### config.mk
export PLATFORM = sky130hd
export DESIGN_NAME = serial_adder_flat
export DESIGN_NICKNAME = d
export VERILOG_FILES = /design/src/rtl/serial_adder_if.sv /design/src/rtl/serial_adder.sv /design/src/flat_wrapper.sv
export SDC_FILE = /design/constraint.sdc
export NUM_CORES = 1
export LEC_CHECK = 0
export ABC_AREA = 1
export BUFFER_PORTS_ARGS = -buffer_cell sky130_fd_sc_hd__buf_4
export CAP_MARGIN = 10
export CELL_PAD_IN_SITES_DETAIL_PLACEMENT = 1
export CELL_PAD_IN_SITES_GLOBAL_PLACEMENT = 2
export CORE_UTILIZATION = 35
export DETAILED_ROUTE_END_ITERATION = 8
export HOLD_SLACK_MARGIN = 0.03
export MAX_ROUTING_LAYER = met4
export PLACE_DENSITY = 0.84
export SLEW_MARGIN = 10
export SYNTH_ARGS = -nofsm -noshare
export SYNTH_HDL_FRONTEND = slang
export SYNTH_SLANG_ARGS = --single-unit
### constraint.sdc
create_clock -name clk -period 2.05 [get_ports clk]
set_input_delay 0.41 -clock clk [delete_from_list [all_inputs] [get_ports clk]]
set_output_delay 0.41 -clock clk [all_outputs]
set_load 0.005 [all_outputs]
### src/rtl/serial_adder_if.sv
// rtl/serial_adder_if.sv - operand/result bundle for the bit-serial adder
// SERIAL_ADDER_SUB_EN adds the sub request bit alongside the operands.
interface serial_adder_if #(
  parameter int WIDTH = 8
);
  logic             start;
  logic [WIDTH-1:0] a;
  logic [WIDTH-1:0] b;
  logic             cin;
`ifdef SERIAL_ADDER_SUB_EN
  logic             sub;
`endif
  logic             busy;
  logic             done;
  logic [WIDTH-1:0] sum;
  logic             cout;

`ifdef SERIAL_ADDER_SUB_EN
  modport master (
    output start, a, b, cin, sub,
    input  busy, done, sum, cout
  );
  modport slave (
    input  start, a, b, cin, sub,
    output busy, done, sum, cout
  );
`else
  modport master (
    output start, a, b, cin,
    input  busy, done, sum, cout
  );
  modport slave (
    input  start, a, b, cin,
    output busy, done, sum, cout
  );
`endif
endinterface

### src/rtl/serial_adder.sv
// rtl/serial_adder.sv - LSB-first bit-serial adder, one full-adder cell plus carry flop
// Optional SERIAL_ADDER_SUB_EN: sub=1 computes a - b as a + ~b + 1.
module serial_adder #(
  parameter int WIDTH = 8
) (
  input  logic          clk,
  input  logic          rst_n,
  serial_adder_if.slave bus
);

  localparam int CW = $clog2(WIDTH) + 1;

  typedef enum logic [1:0] {
    IDLE = 2'd0,
    RUN  = 2'd1,
    DONE = 2'd2
  } state_e;

  state_e           state_q, state_d;
  logic [WIDTH-1:0] shift_a_q, shift_a_d;
  logic [WIDTH-1:0] shift_b_q, shift_b_d;
  logic [WIDTH-1:0] acc_q, acc_d;
  logic [WIDTH-1:0] sum_q, sum_d;
  logic             carry_q, carry_d;
  logic             cout_q, cout_d;
  logic [CW-1:0]    cnt_q, cnt_d;

  logic             accept;
  logic             bit_s;
  logic             bit_c;
  logic             last_bit;
  logic [WIDTH-1:0] b_in;
  logic             carry_in;

  // Subtraction folds into the adder by inverting B and forcing the carry-in.
  always_comb begin
    b_in     = bus.b;
    carry_in = bus.cin;
`ifdef SERIAL_ADDER_SUB_EN
    if (bus.sub) begin
      b_in     = ~bus.b;
      carry_in = 1'b1;
    end
`endif
  end

  assign accept   = bus.start && (state_q != RUN);
  assign bit_s    = shift_a_q[0] ^ shift_b_q[0] ^ carry_q;
  assign bit_c    = (shift_a_q[0] & shift_b_q[0]) |
                    (shift_a_q[0] & carry_q) |
                    (shift_b_q[0] & carry_q);
  assign last_bit = (cnt_q == CW'(WIDTH - 1));

  always_comb begin
    state_d   = state_q;
    shift_a_d = shift_a_q;
    shift_b_d = shift_b_q;
    acc_d     = acc_q;
    sum_d     = sum_q;
    carry_d   = carry_q;
    cout_d    = cout_q;
    cnt_d     = cnt_q;

    case (state_q)
      RUN: begin
        shift_a_d        = shift_a_q >> 1;
        shift_b_d        = shift_b_q >> 1;
        carry_d          = bit_c;
        acc_d            = acc_q >> 1;
        acc_d[WIDTH-1]   = bit_s;
        cnt_d            = cnt_q + CW'(1);
        if (last_bit) begin
          state_d = DONE;
          sum_d   = acc_d;
          cout_d  = bit_c;
        end
      end
      default: begin
        // IDLE and DONE both accept a new request, giving back-to-back starts.
        state_d = IDLE;
        if (accept) begin
          shift_a_d = bus.a;
          shift_b_d = b_in;
          carry_d   = carry_in;
          acc_d     = '0;
          cnt_d     = '0;
          state_d   = RUN;
        end
      end
    endcase
  end

  always_ff @(posedge clk or negedge rst_n) begin
    if (!rst_n) begin
      state_q   <= IDLE;
      shift_a_q <= '0;
      shift_b_q <= '0;
      acc_q     <= '0;
      sum_q     <= '0;
      carry_q   <= 1'b0;
      cout_q    <= 1'b0;
      cnt_q     <= '0;
    end else begin
      state_q   <= state_d;
      shift_a_q <= shift_a_d;
      shift_b_q <= shift_b_d;
      acc_q     <= acc_d;
      sum_q     <= sum_d;
      carry_q   <= carry_d;
      cout_q    <= cout_d;
      cnt_q     <= cnt_d;
    end
  end

  assign bus.busy = (state_q == RUN);
  assign bus.done = (state_q == DONE);
  assign bus.sum  = sum_q;
  assign bus.cout = cout_q;

endmodule

### src/flat_wrapper.sv
// flat-port wrapper written by rule: the top's interface ports become plain ports
module serial_adder_flat 
#(
  parameter int WIDTH = 8
)
  (clk, rst_n, bus_start, bus_a, bus_b, bus_cin, bus_busy, bus_done, bus_sum, bus_cout);
  serial_adder_if #(.WIDTH(WIDTH)) bus_i ();
  input  logic clk;
  input  logic rst_n;
  input wire logic [$bits(bus_i.start)-1:0] bus_start;
  input wire logic [$bits(bus_i.a)-1:0] bus_a;
  input wire logic [$bits(bus_i.b)-1:0] bus_b;
  input wire logic [$bits(bus_i.cin)-1:0] bus_cin;
  output wire logic [$bits(bus_i.busy)-1:0] bus_busy;
  output wire logic [$bits(bus_i.done)-1:0] bus_done;
  output wire logic [$bits(bus_i.sum)-1:0] bus_sum;
  output wire logic [$bits(bus_i.cout)-1:0] bus_cout;
  assign bus_i.start = bus_start;
  assign bus_i.a = bus_a;
  assign bus_i.b = bus_b;
  assign bus_i.cin = bus_cin;
  assign bus_busy = bus_i.busy;
  assign bus_done = bus_i.done;
  assign bus_sum = bus_i.sum;
  assign bus_cout = bus_i.cout;
  serial_adder #(.WIDTH(WIDTH)) u_core (.clk(clk), .rst_n(rst_n), .bus(bus_i));
endmodule
# After elaboration in Yosys (flattened, before gate mapping)
# Index checks and enable logic that the tools add are counted.
# word_totals
reg_bits	40
inputBits	20
out_inout_bits	11
word_cells	37
# classes
addsub	1
eq_ne	5
muxes	13
bitwise_logic	7
reduce_logical	3
# op_table
op	count
two-way mux 8 bit	6
two-way mux 4 bit	2
adder 4 x 1 -> 4 bit, second input constant	1
equality test 4 x 3 -> 1 bit, second input constant	1
two-way mux 2 bit	2
!= test 2 x 1 -> 1 bit, second input constant	2
bitwise AND 1 bit	3
two-way mux 1 bit	3
equality test 2 x 1 -> 1 bit, second input constant	1
equality test 2 bit, second input constant	1
OR 1 bit	2
AND reduction 2 bit	1
nonzero test 2 bit	1
bitwise XOR 1 bit	2
logical AND 1 bit	1

# Longest topological paths before layout
# Gate-level depths: netlist of the first run.
# depth
ltp_word	4
ltp_mapped	6
ltp_nobuf	6

# Worst setup path after synthesis of the first run
# No wires, ideal clock.
# synth_timing
kind	flip-flop to flip-flop
from	reg u_core.cnt_q[0]
to	reg u_core.cout_q (netlist: u_core.bus.cout)
setup_time_ns	0.117
t_arrival_ns	1.049
required_time_ns	1.933
path_slack_ns	0.884
path_stages_with_launch	7
n_path_buf	0
synth_period_minus_slack_ns	1.166
path_cell_list	dfrtp_1 -> ha_1 -> nand2_1 -> nor2_4 -> nand2_4 -> nand2_1 -> nand2_1
# synth_via
elab_chain_len	2
# synth_rtl
item	line	text
start, declared	serial_adder.sv:26	logic [CW-1:0] cnt_q, cnt_d;
start signal, assigned	serial_adder.sv:111	cnt_q <= cnt_d;
equality test 4 x 3 -> 1 bit	serial_adder.sv:52	assign last_bit = (cnt_q == CW'(WIDTH - 1));
AND reduction 2 bit (no line)	--	
end signal, assigned	serial_adder.sv:110	cout_q <= cout_d;
end, declared	serial_adder.sv:25	logic cout_q, cout_d;
# Every way passes these cells.
# A chain may end at the register's enable or synchronous reset.

# Worst setup path in the final report of the first run
# layout_timing
from	reg u_core.state_q[1]
to	out bus_busy
# layout_via
elab_chain_len	1
# layout_rtl
item	line	text
start, declared	serial_adder.sv:19	state_e state_q, state_d;
start signal, assigned	serial_adder.sv:104	state_q <= state_d;
equality test 2 x 1 -> 1 bit	serial_adder.sv:115	assign bus.busy = (state_q == RUN);
end, declared	flat_wrapper.sv:14	output wire logic [$bits(bus_i.busy)-1:0] bus_busy;
# Every way passes these cells.

==> flow_metrics.tcl, run 1 <==
set metrics [dict create \
    required_ps 1640 \
    violations "design-rule violations" \
    fp.dieW_um 71.3 \
    grt_pass1_vias 1457 \
    syn_area_sq_um 1680 \
    critPathMaxFanout 16 \
    synth_area_leaders "dfrtp_1 58%, nand2_1 15%, nand3_1 12%, inv_1 2.0%, nor2_4 2.0%" \
    synth_most_common_cell "nand2_1" \
    fin_area_sq_um 2060 \
    ys_seq_area_share_pct 58.1 \
    clk_latency_ps 300 \
    slew_viol_final 0 \
    ant_nets 0 \
    status "finished with violations" \
    synth.distinct_cells 20 \
    die_area_sq_um 5080 \
    synth_compound_area_share_pct 3.06 \
    grt_max_degree 40 \
    ctsHoldBuffers 0 \
    area_growth_pct 22.8 \
    yosys.area_share.simple_pct 31.1 \
    drc_errors 2 \
    hp-class "in -> async" \
    placed_cells 263 \
    synth.ff_latch_count 39 \
    grt_overflow 0 \
    layout.cells.non_filler 271 \
    relSlewSlack_pct 66.3 \
    path_class "reg -> out" \
    synth_top_family_by_area "simple AND/OR/NAND/NOR gates" \
    coreArea_sq_um 4470 \
    placed_area_sq_um 1940 \
    antennaDiodeCount 0 \
    portBuffers 30 \
    ios 31 \
    setup_violations 0 \
    antenna_found_initial 0 \
    cp.arrival_ps 1280 \
    htree_levels 2 \
    worst_slew_pin_slew_ps 505 \
    tns_ps 0 \
    synth.mux.area_fraction_pct 0 \
    synthFlopType "dfrtp_1" \
    synth_edf_count 0 \
    layout.nets 240 \
    vias 1362 \
    initial_utilization_pct 37.5 \
    skew_ps 8.72 \
    clock-sinks 39 \
    cts_setup_buffers 0 \
    synth_common_cells "66 x nand2_1, 41 x nand3_1, 39 x dfrtp_1" \
    fin_crit_sh_pct 82.4 \
    period_needed_ps 1690 \
    yosysWarnings 0 \
    drt_iter0_markers 37 \
    hold_violations 0 \
    gp_congestion 0.778 \
    ctsRootBufferMaster "clkbuf_8" \
    synthAdderAreaFrac_pct 1.94 \
    synthDominantCellAreaShare_pct 58.1 \
    vdd_drop_max_mv 0.533 \
    p_per_area_nw_per_um2 1500 \
    dr.pass1.iters 6 \
    synthArstFlopShare_pct 100 \
    setup.worst_path.start_class "flip-flop" \
    grt_first_pass_wirelength_um 6950 \
    cts_resized 0 \
    tritoncts "yes" \
    rsz0062_at_grt "false" \
    synthCells 185 \
    wl_per_cell_um 14.4 \
    synth-xor-area-share_pct 0.522 \
    grtUsageTotal_pct 18.6 \
    avgSynthCellArea_sq_um 9.08 \
    max_cap_violations 0 \
    critPathCaptureType "output port" \
    wl_um 3900 \
    drive_gt1_share_pct 21.9 \
    die_y_um 71.3 \
    dpl.hpwl_um 2890 \
    path_clk_slew_ps 80 \
    max_freq_ghz 0.592 \
    cts_buffers 5 \
    cellLeakagePower_nw 1.07 \
    vias_per_cell 5.03 \
    rows 24 \
    synth_top_area_cell "dfrtp_1" \
    syn_nets 207 \
    cts.path.max_buffers 2 \
]
cell usage in the layout, fill, tap and decap left out:
cell,count
nand2_1,66
nand3_1,41
dfrtp_1,39
buf_4,33
inv_1,9
clkbuf_8,6
o22ai_1,5
nor2_4,3
nor2_1,3
o21ai_0,3
inv_2,2
nor2_2,1
xnor2_1,1
a21oi_1,1
nand2_4,1
nand4_1,1
fa_1,1
ha_1,1
bufinv_16,1
clkinv_2,1
power by group:
part / leakage (nW) / internal [mW] / switching (mW) / total (mW)
Combinational: 0.498 / 0.462 / 0.652 / 1.11
Sequential: 0.508 / 1.10 / 0.226 / 1.32
Clock: 0.0612 / 0.394 / 0.267 / 0.661
routing by layer:
| layer | global-route usage (%) | up-vias | part of all wire [%] |
|---|---|---|---|
| met2 | 29.4 | 29 | 49 |
| li1 | - | 661 | - |
| met5 | - | - | 0 |
| met4 | 7.33 | 0 | 1.8 |
| met3 | 4.64 | 7 | 4.2 |
| met1 | 23.0 | 665 | 45 |
path summary, 6_finish.rpt:
| kind | start | to | slack [ps] | cells after the start |
|---|---|---|---|---|
| max | u_core.state_q[1] | bus_busy | 360 | 2 |
| min | rst_n | u_core.bus.sum[5] | 80 | 1 |
| max reg2reg | u_core.state_q[1] | u_core.shift_b_q[1] | 650 | 5 |
| min reg2reg | u_core.bus.sum[2] | u_core.bus.sum[2] | 480 | 2 |
| max in group asynchronous | rst_n | u_core.shift_a_q[4] | 1610 | 1 |
| min in group clk | bus_b[6] | u_core.shift_b_q[6] | 330 | 3 |
per-stage QoR:
step / worst slack, ps / power, mW / utilization (%) / hold slack, ps
final: 360 / 3.10 / 46.1 / 75.6
after global routing: 297 / 3.35 / 46.1 / 109
after CTS: 342 / 3.15 / 46.1 / 86.3
after detailed placement: 654 / 2.47 / 43.5 / 418
after global placement: 713 / 2.41 / 43.5 / 407
after floorplan: 884 / 2.05 / - / 114
cells by family (layout without fill, tap and decap cells):
logic type                 Yosys count  in the layout
and+or+nand+nor                    116            116
DFF                                 39             39
buffers and inverters               18             52
AOI/OAI and AO/OA                    9              9
adders and majority gates            2              2
xor gates and xnor gates             1              1
cell type report:
cell class	count	area, sq um
fillers	538	2410
clock buffers	6	82.6
multi-input cells	128	614
clock inverters	2	35.0
flip-flops and latches	39	976
inverters	11	41.3
well taps	52	65.1
repair buffers	33	248
flip-flops by register name, indices dropped and copies added (netlist names):
name	count
u_core.carry_q	1
u_core.bus.sum	8
u_core.state_q	2
u_core.shift_b_q	8
u_core.bus.cout	1
u_core.acc_q	7
u_core.cnt_q	4
u_core.shift_a_q	8
worst max-delay path, stage by stage (launching register included):
cell	delay (ps)
dfrtp_1	420
nor2_4	370
buf_4	190
No activity file was read; power rests on OpenSTA's default activity.
==> run 2, diff against run 1 <==
--- a/config.mk
+++ b/config.mk
@@ -10,11 +10,11 @@
 export CAP_MARGIN = 10
 export CELL_PAD_IN_SITES_DETAIL_PLACEMENT = 1
 export CELL_PAD_IN_SITES_GLOBAL_PLACEMENT = 2
-export CORE_UTILIZATION = 35
+export CORE_UTILIZATION = 33
 export DETAILED_ROUTE_END_ITERATION = 8
 export HOLD_SLACK_MARGIN = 0.03
 export MAX_ROUTING_LAYER = met4
-export PLACE_DENSITY = 0.84
+export PLACE_DENSITY = 0.8
 export SLEW_MARGIN = 10
 export SYNTH_ARGS = -nofsm -noshare
 export SYNTH_HDL_FRONTEND = slang
==> constraint.sdc (replaced) <==
create_clock -name clk -period 1.7 [get_ports clk]
set_input_delay 0.34 -clock clk [delete_from_list [all_inputs] [get_ports clk]]
set_output_delay 0.34 -clock clk [all_outputs]
set_load 0.005 [all_outputs]
==> run 2 against run 1 <==
First-iteration DRC count decreased by 19%. Die area increased by 5.9%. Sequential share of layout area about the same. The run now ends clean. Combinational power increased by 22%.
==> flow_metrics.tcl, run 2 (synthesis gave the netlist of run 1 again) <==
set metrics [dict create \
    status "finished, final reports clean" \
    slew_viol_final 0 \
    setup.worst_path.start_class "flip-flop" \
    drt_iter0_markers 30 \
    hold_end "u_core.shift_a_q[7]" \
    ff2ff_path_depth 6 \
    rows 25 \
    slowest_delay_ps 410 \
    setup_violations 0 \
    dr.pass1.iters 4 \
    area_growth_pct 22.7 \
    antennaDiodeCount 0 \
    holdCritStartpoint "bus_a[7]" \
    dpl.hpwl_um 2910 \
    critPathCaptureType "output port" \
    path_class "reg -> out" \
    ctsRootBufferMaster "clkbuf_8" \
    worst_slew_pin_slew_ps 497 \
    cts.path.max_buffers 2 \
    ios 31 \
    initial_utilization_pct 34.9 \
    reg2reg_to "u_core.bus.sum[5]" \
    path_clk_slew_ps 70 \
    grt_max_degree 40 \
    drive_gt1_share_pct 21.5 \
    skew_ps 4.56 \
    hold_depth 3 \
    crit_chain "nor2_4, buf_4" \
    vias_per_cell 4.77 \
    layout.nets 241 \
    reg2reg_slack_ps 370 \
    gp_congestion 0.724 \
    wl_um 3990 \
    cellLeakagePower_nw 1.06 \
    drc_errors 0 \
    p_per_area_nw_per_um2 1730 \
    relSlewSlack_pct 66.8 \
    wl_per_cell_um 13.9 \
    max_freq_ghz 0.654 \
    period_needed_ps 1530 \
    fp.dieW_um 73.3 \
    vias 1365 \
    rsz0062_at_grt "false" \
    grtUsageTotal_pct 18.0 \
    grt_pass1_vias 1542 \
    fin_crit_sh_pct 89.9 \
    grt_overflow 0 \
    antenna_found_initial 0 \
    placed_area_sq_um 1960 \
    vdd_drop_max_mv 0.438 \
    hold_violations 0 \
    fin_area_sq_um 2060 \
    clock-sinks 39 \
    rr_startpoint "u_core.cnt_q[0]" \
    critical_path.top_delay_family "flip-flops" \
    tns_ps 0 \
    coreArea_sq_um 4820 \
    crit_buf_inv 1 \
    hp-class "in -> reg" \
    cp.arrival_ps 1190 \
    htree_levels 2 \
    ant_nets 0 \
    final_cell_mix "66 x nand2_1, 41 x nand3_1, 39 x dfrtp_1" \
    max_cap_violations 0 \
    critPathMaxFanout 9 \
    die_area_sq_um 5380 \
    cts_buffers 5 \
    slowest_stage "dfrtp_1" \
    required_ps 1360 \
    portBuffers 30 \
    grt_first_pass_wirelength_um 7030 \
    final_common_cell "nand2_1" \
    clk_latency_ps 290 \
    die_y_um 73.3 \
    tritoncts "yes" \
]
[run 2: changes by cell type in the layout (fill, tap and decap cells not counted)]
cell	delta
bufinv_16	-1
dlygate4sd3_1	+1
[run 2: what timing repair did]
| item | in CTS | in global routing |
|---|---|---|
| gates resized for setup | 0 | 0 |
| endpoints found under the hold margin | 11 | 0 |
| hold buffers | 1 | 0 |
| setup buffers | 0 | 0 |
[run 2: metal layers]
layer  GRT usage, %  wire [um]  part of all wire, %
met2           30.6       2040                   51
met1           21.2       1750                   44
met5              -          0                    0
met3           4.12        165                  4.1
met4           5.77         38                 0.95
[run 2: final cells by class]
| cell class | count | area [sq um] |
|---|---|---|
| Tap cell | 67 | 83.8 |
| Fill cell | 601 | 2760 |
| Inverter | 11 | 41.3 |
| Clock inverter | 1 | 5.00 |
| Sequential cell | 39 | 976 |
| Multi-Input combinational cell | 128 | 614 |
| Timing Repair Buffer | 34 | 258 |
| Clock buffer | 6 | 82.6 |
[run 2: worst max path at each step]
stage / from / to / slack [ps] / cells past startpoint
finish: u_core.state_q[1] / bus_busy / 170 / 2
detailed placement: u_core.cnt_q[0] / u_core.bus.sum[5] / 370 / 6
floorplan: u_core.cnt_q[0] / u_core.bus.cout / 530 / 6
CTS: u_core.state_q[1] / bus_busy / 140 / 2
global placement: u_core.state_q[1] / u_core.bus.sum[4] / 410 / 4
global route: u_core.state_q[0] / bus_busy / 100 / 3
[run 2: per-stage QoR]
step / total power, mW / utilization, % / hold WS (ps) / instances / setup WS (ps)
CTS: 3.64 / 42.8 / 246 / 286 / 140
finish: 3.57 / 42.8 / 254 / 286 / 171
global placement: 2.89 / 40.8 / 340 / 278 / 414
floorplan: 2.47 / - / 44.4 / 185 / 534
global route: 3.90 / 42.8 / 256 / 286 / 102
detailed placement: 2.98 / 40.8 / 349 / 278 / 365
[run 2: worst reg2reg max path, delay by kind of cell, from the launching register on]
| family | cells | cell delay, ps |
|---|---|---|
| fa+ha+maj | 1 | 200 |
| flops | 1 | 420 |
| simple gates | 5 | 610 |
[run 2: power by group]
group | internal (mW) | switching (mW)
clock network | 0.318 | 0.318
registers | 1.32 | 0.268
logic | 0.559 | 0.787
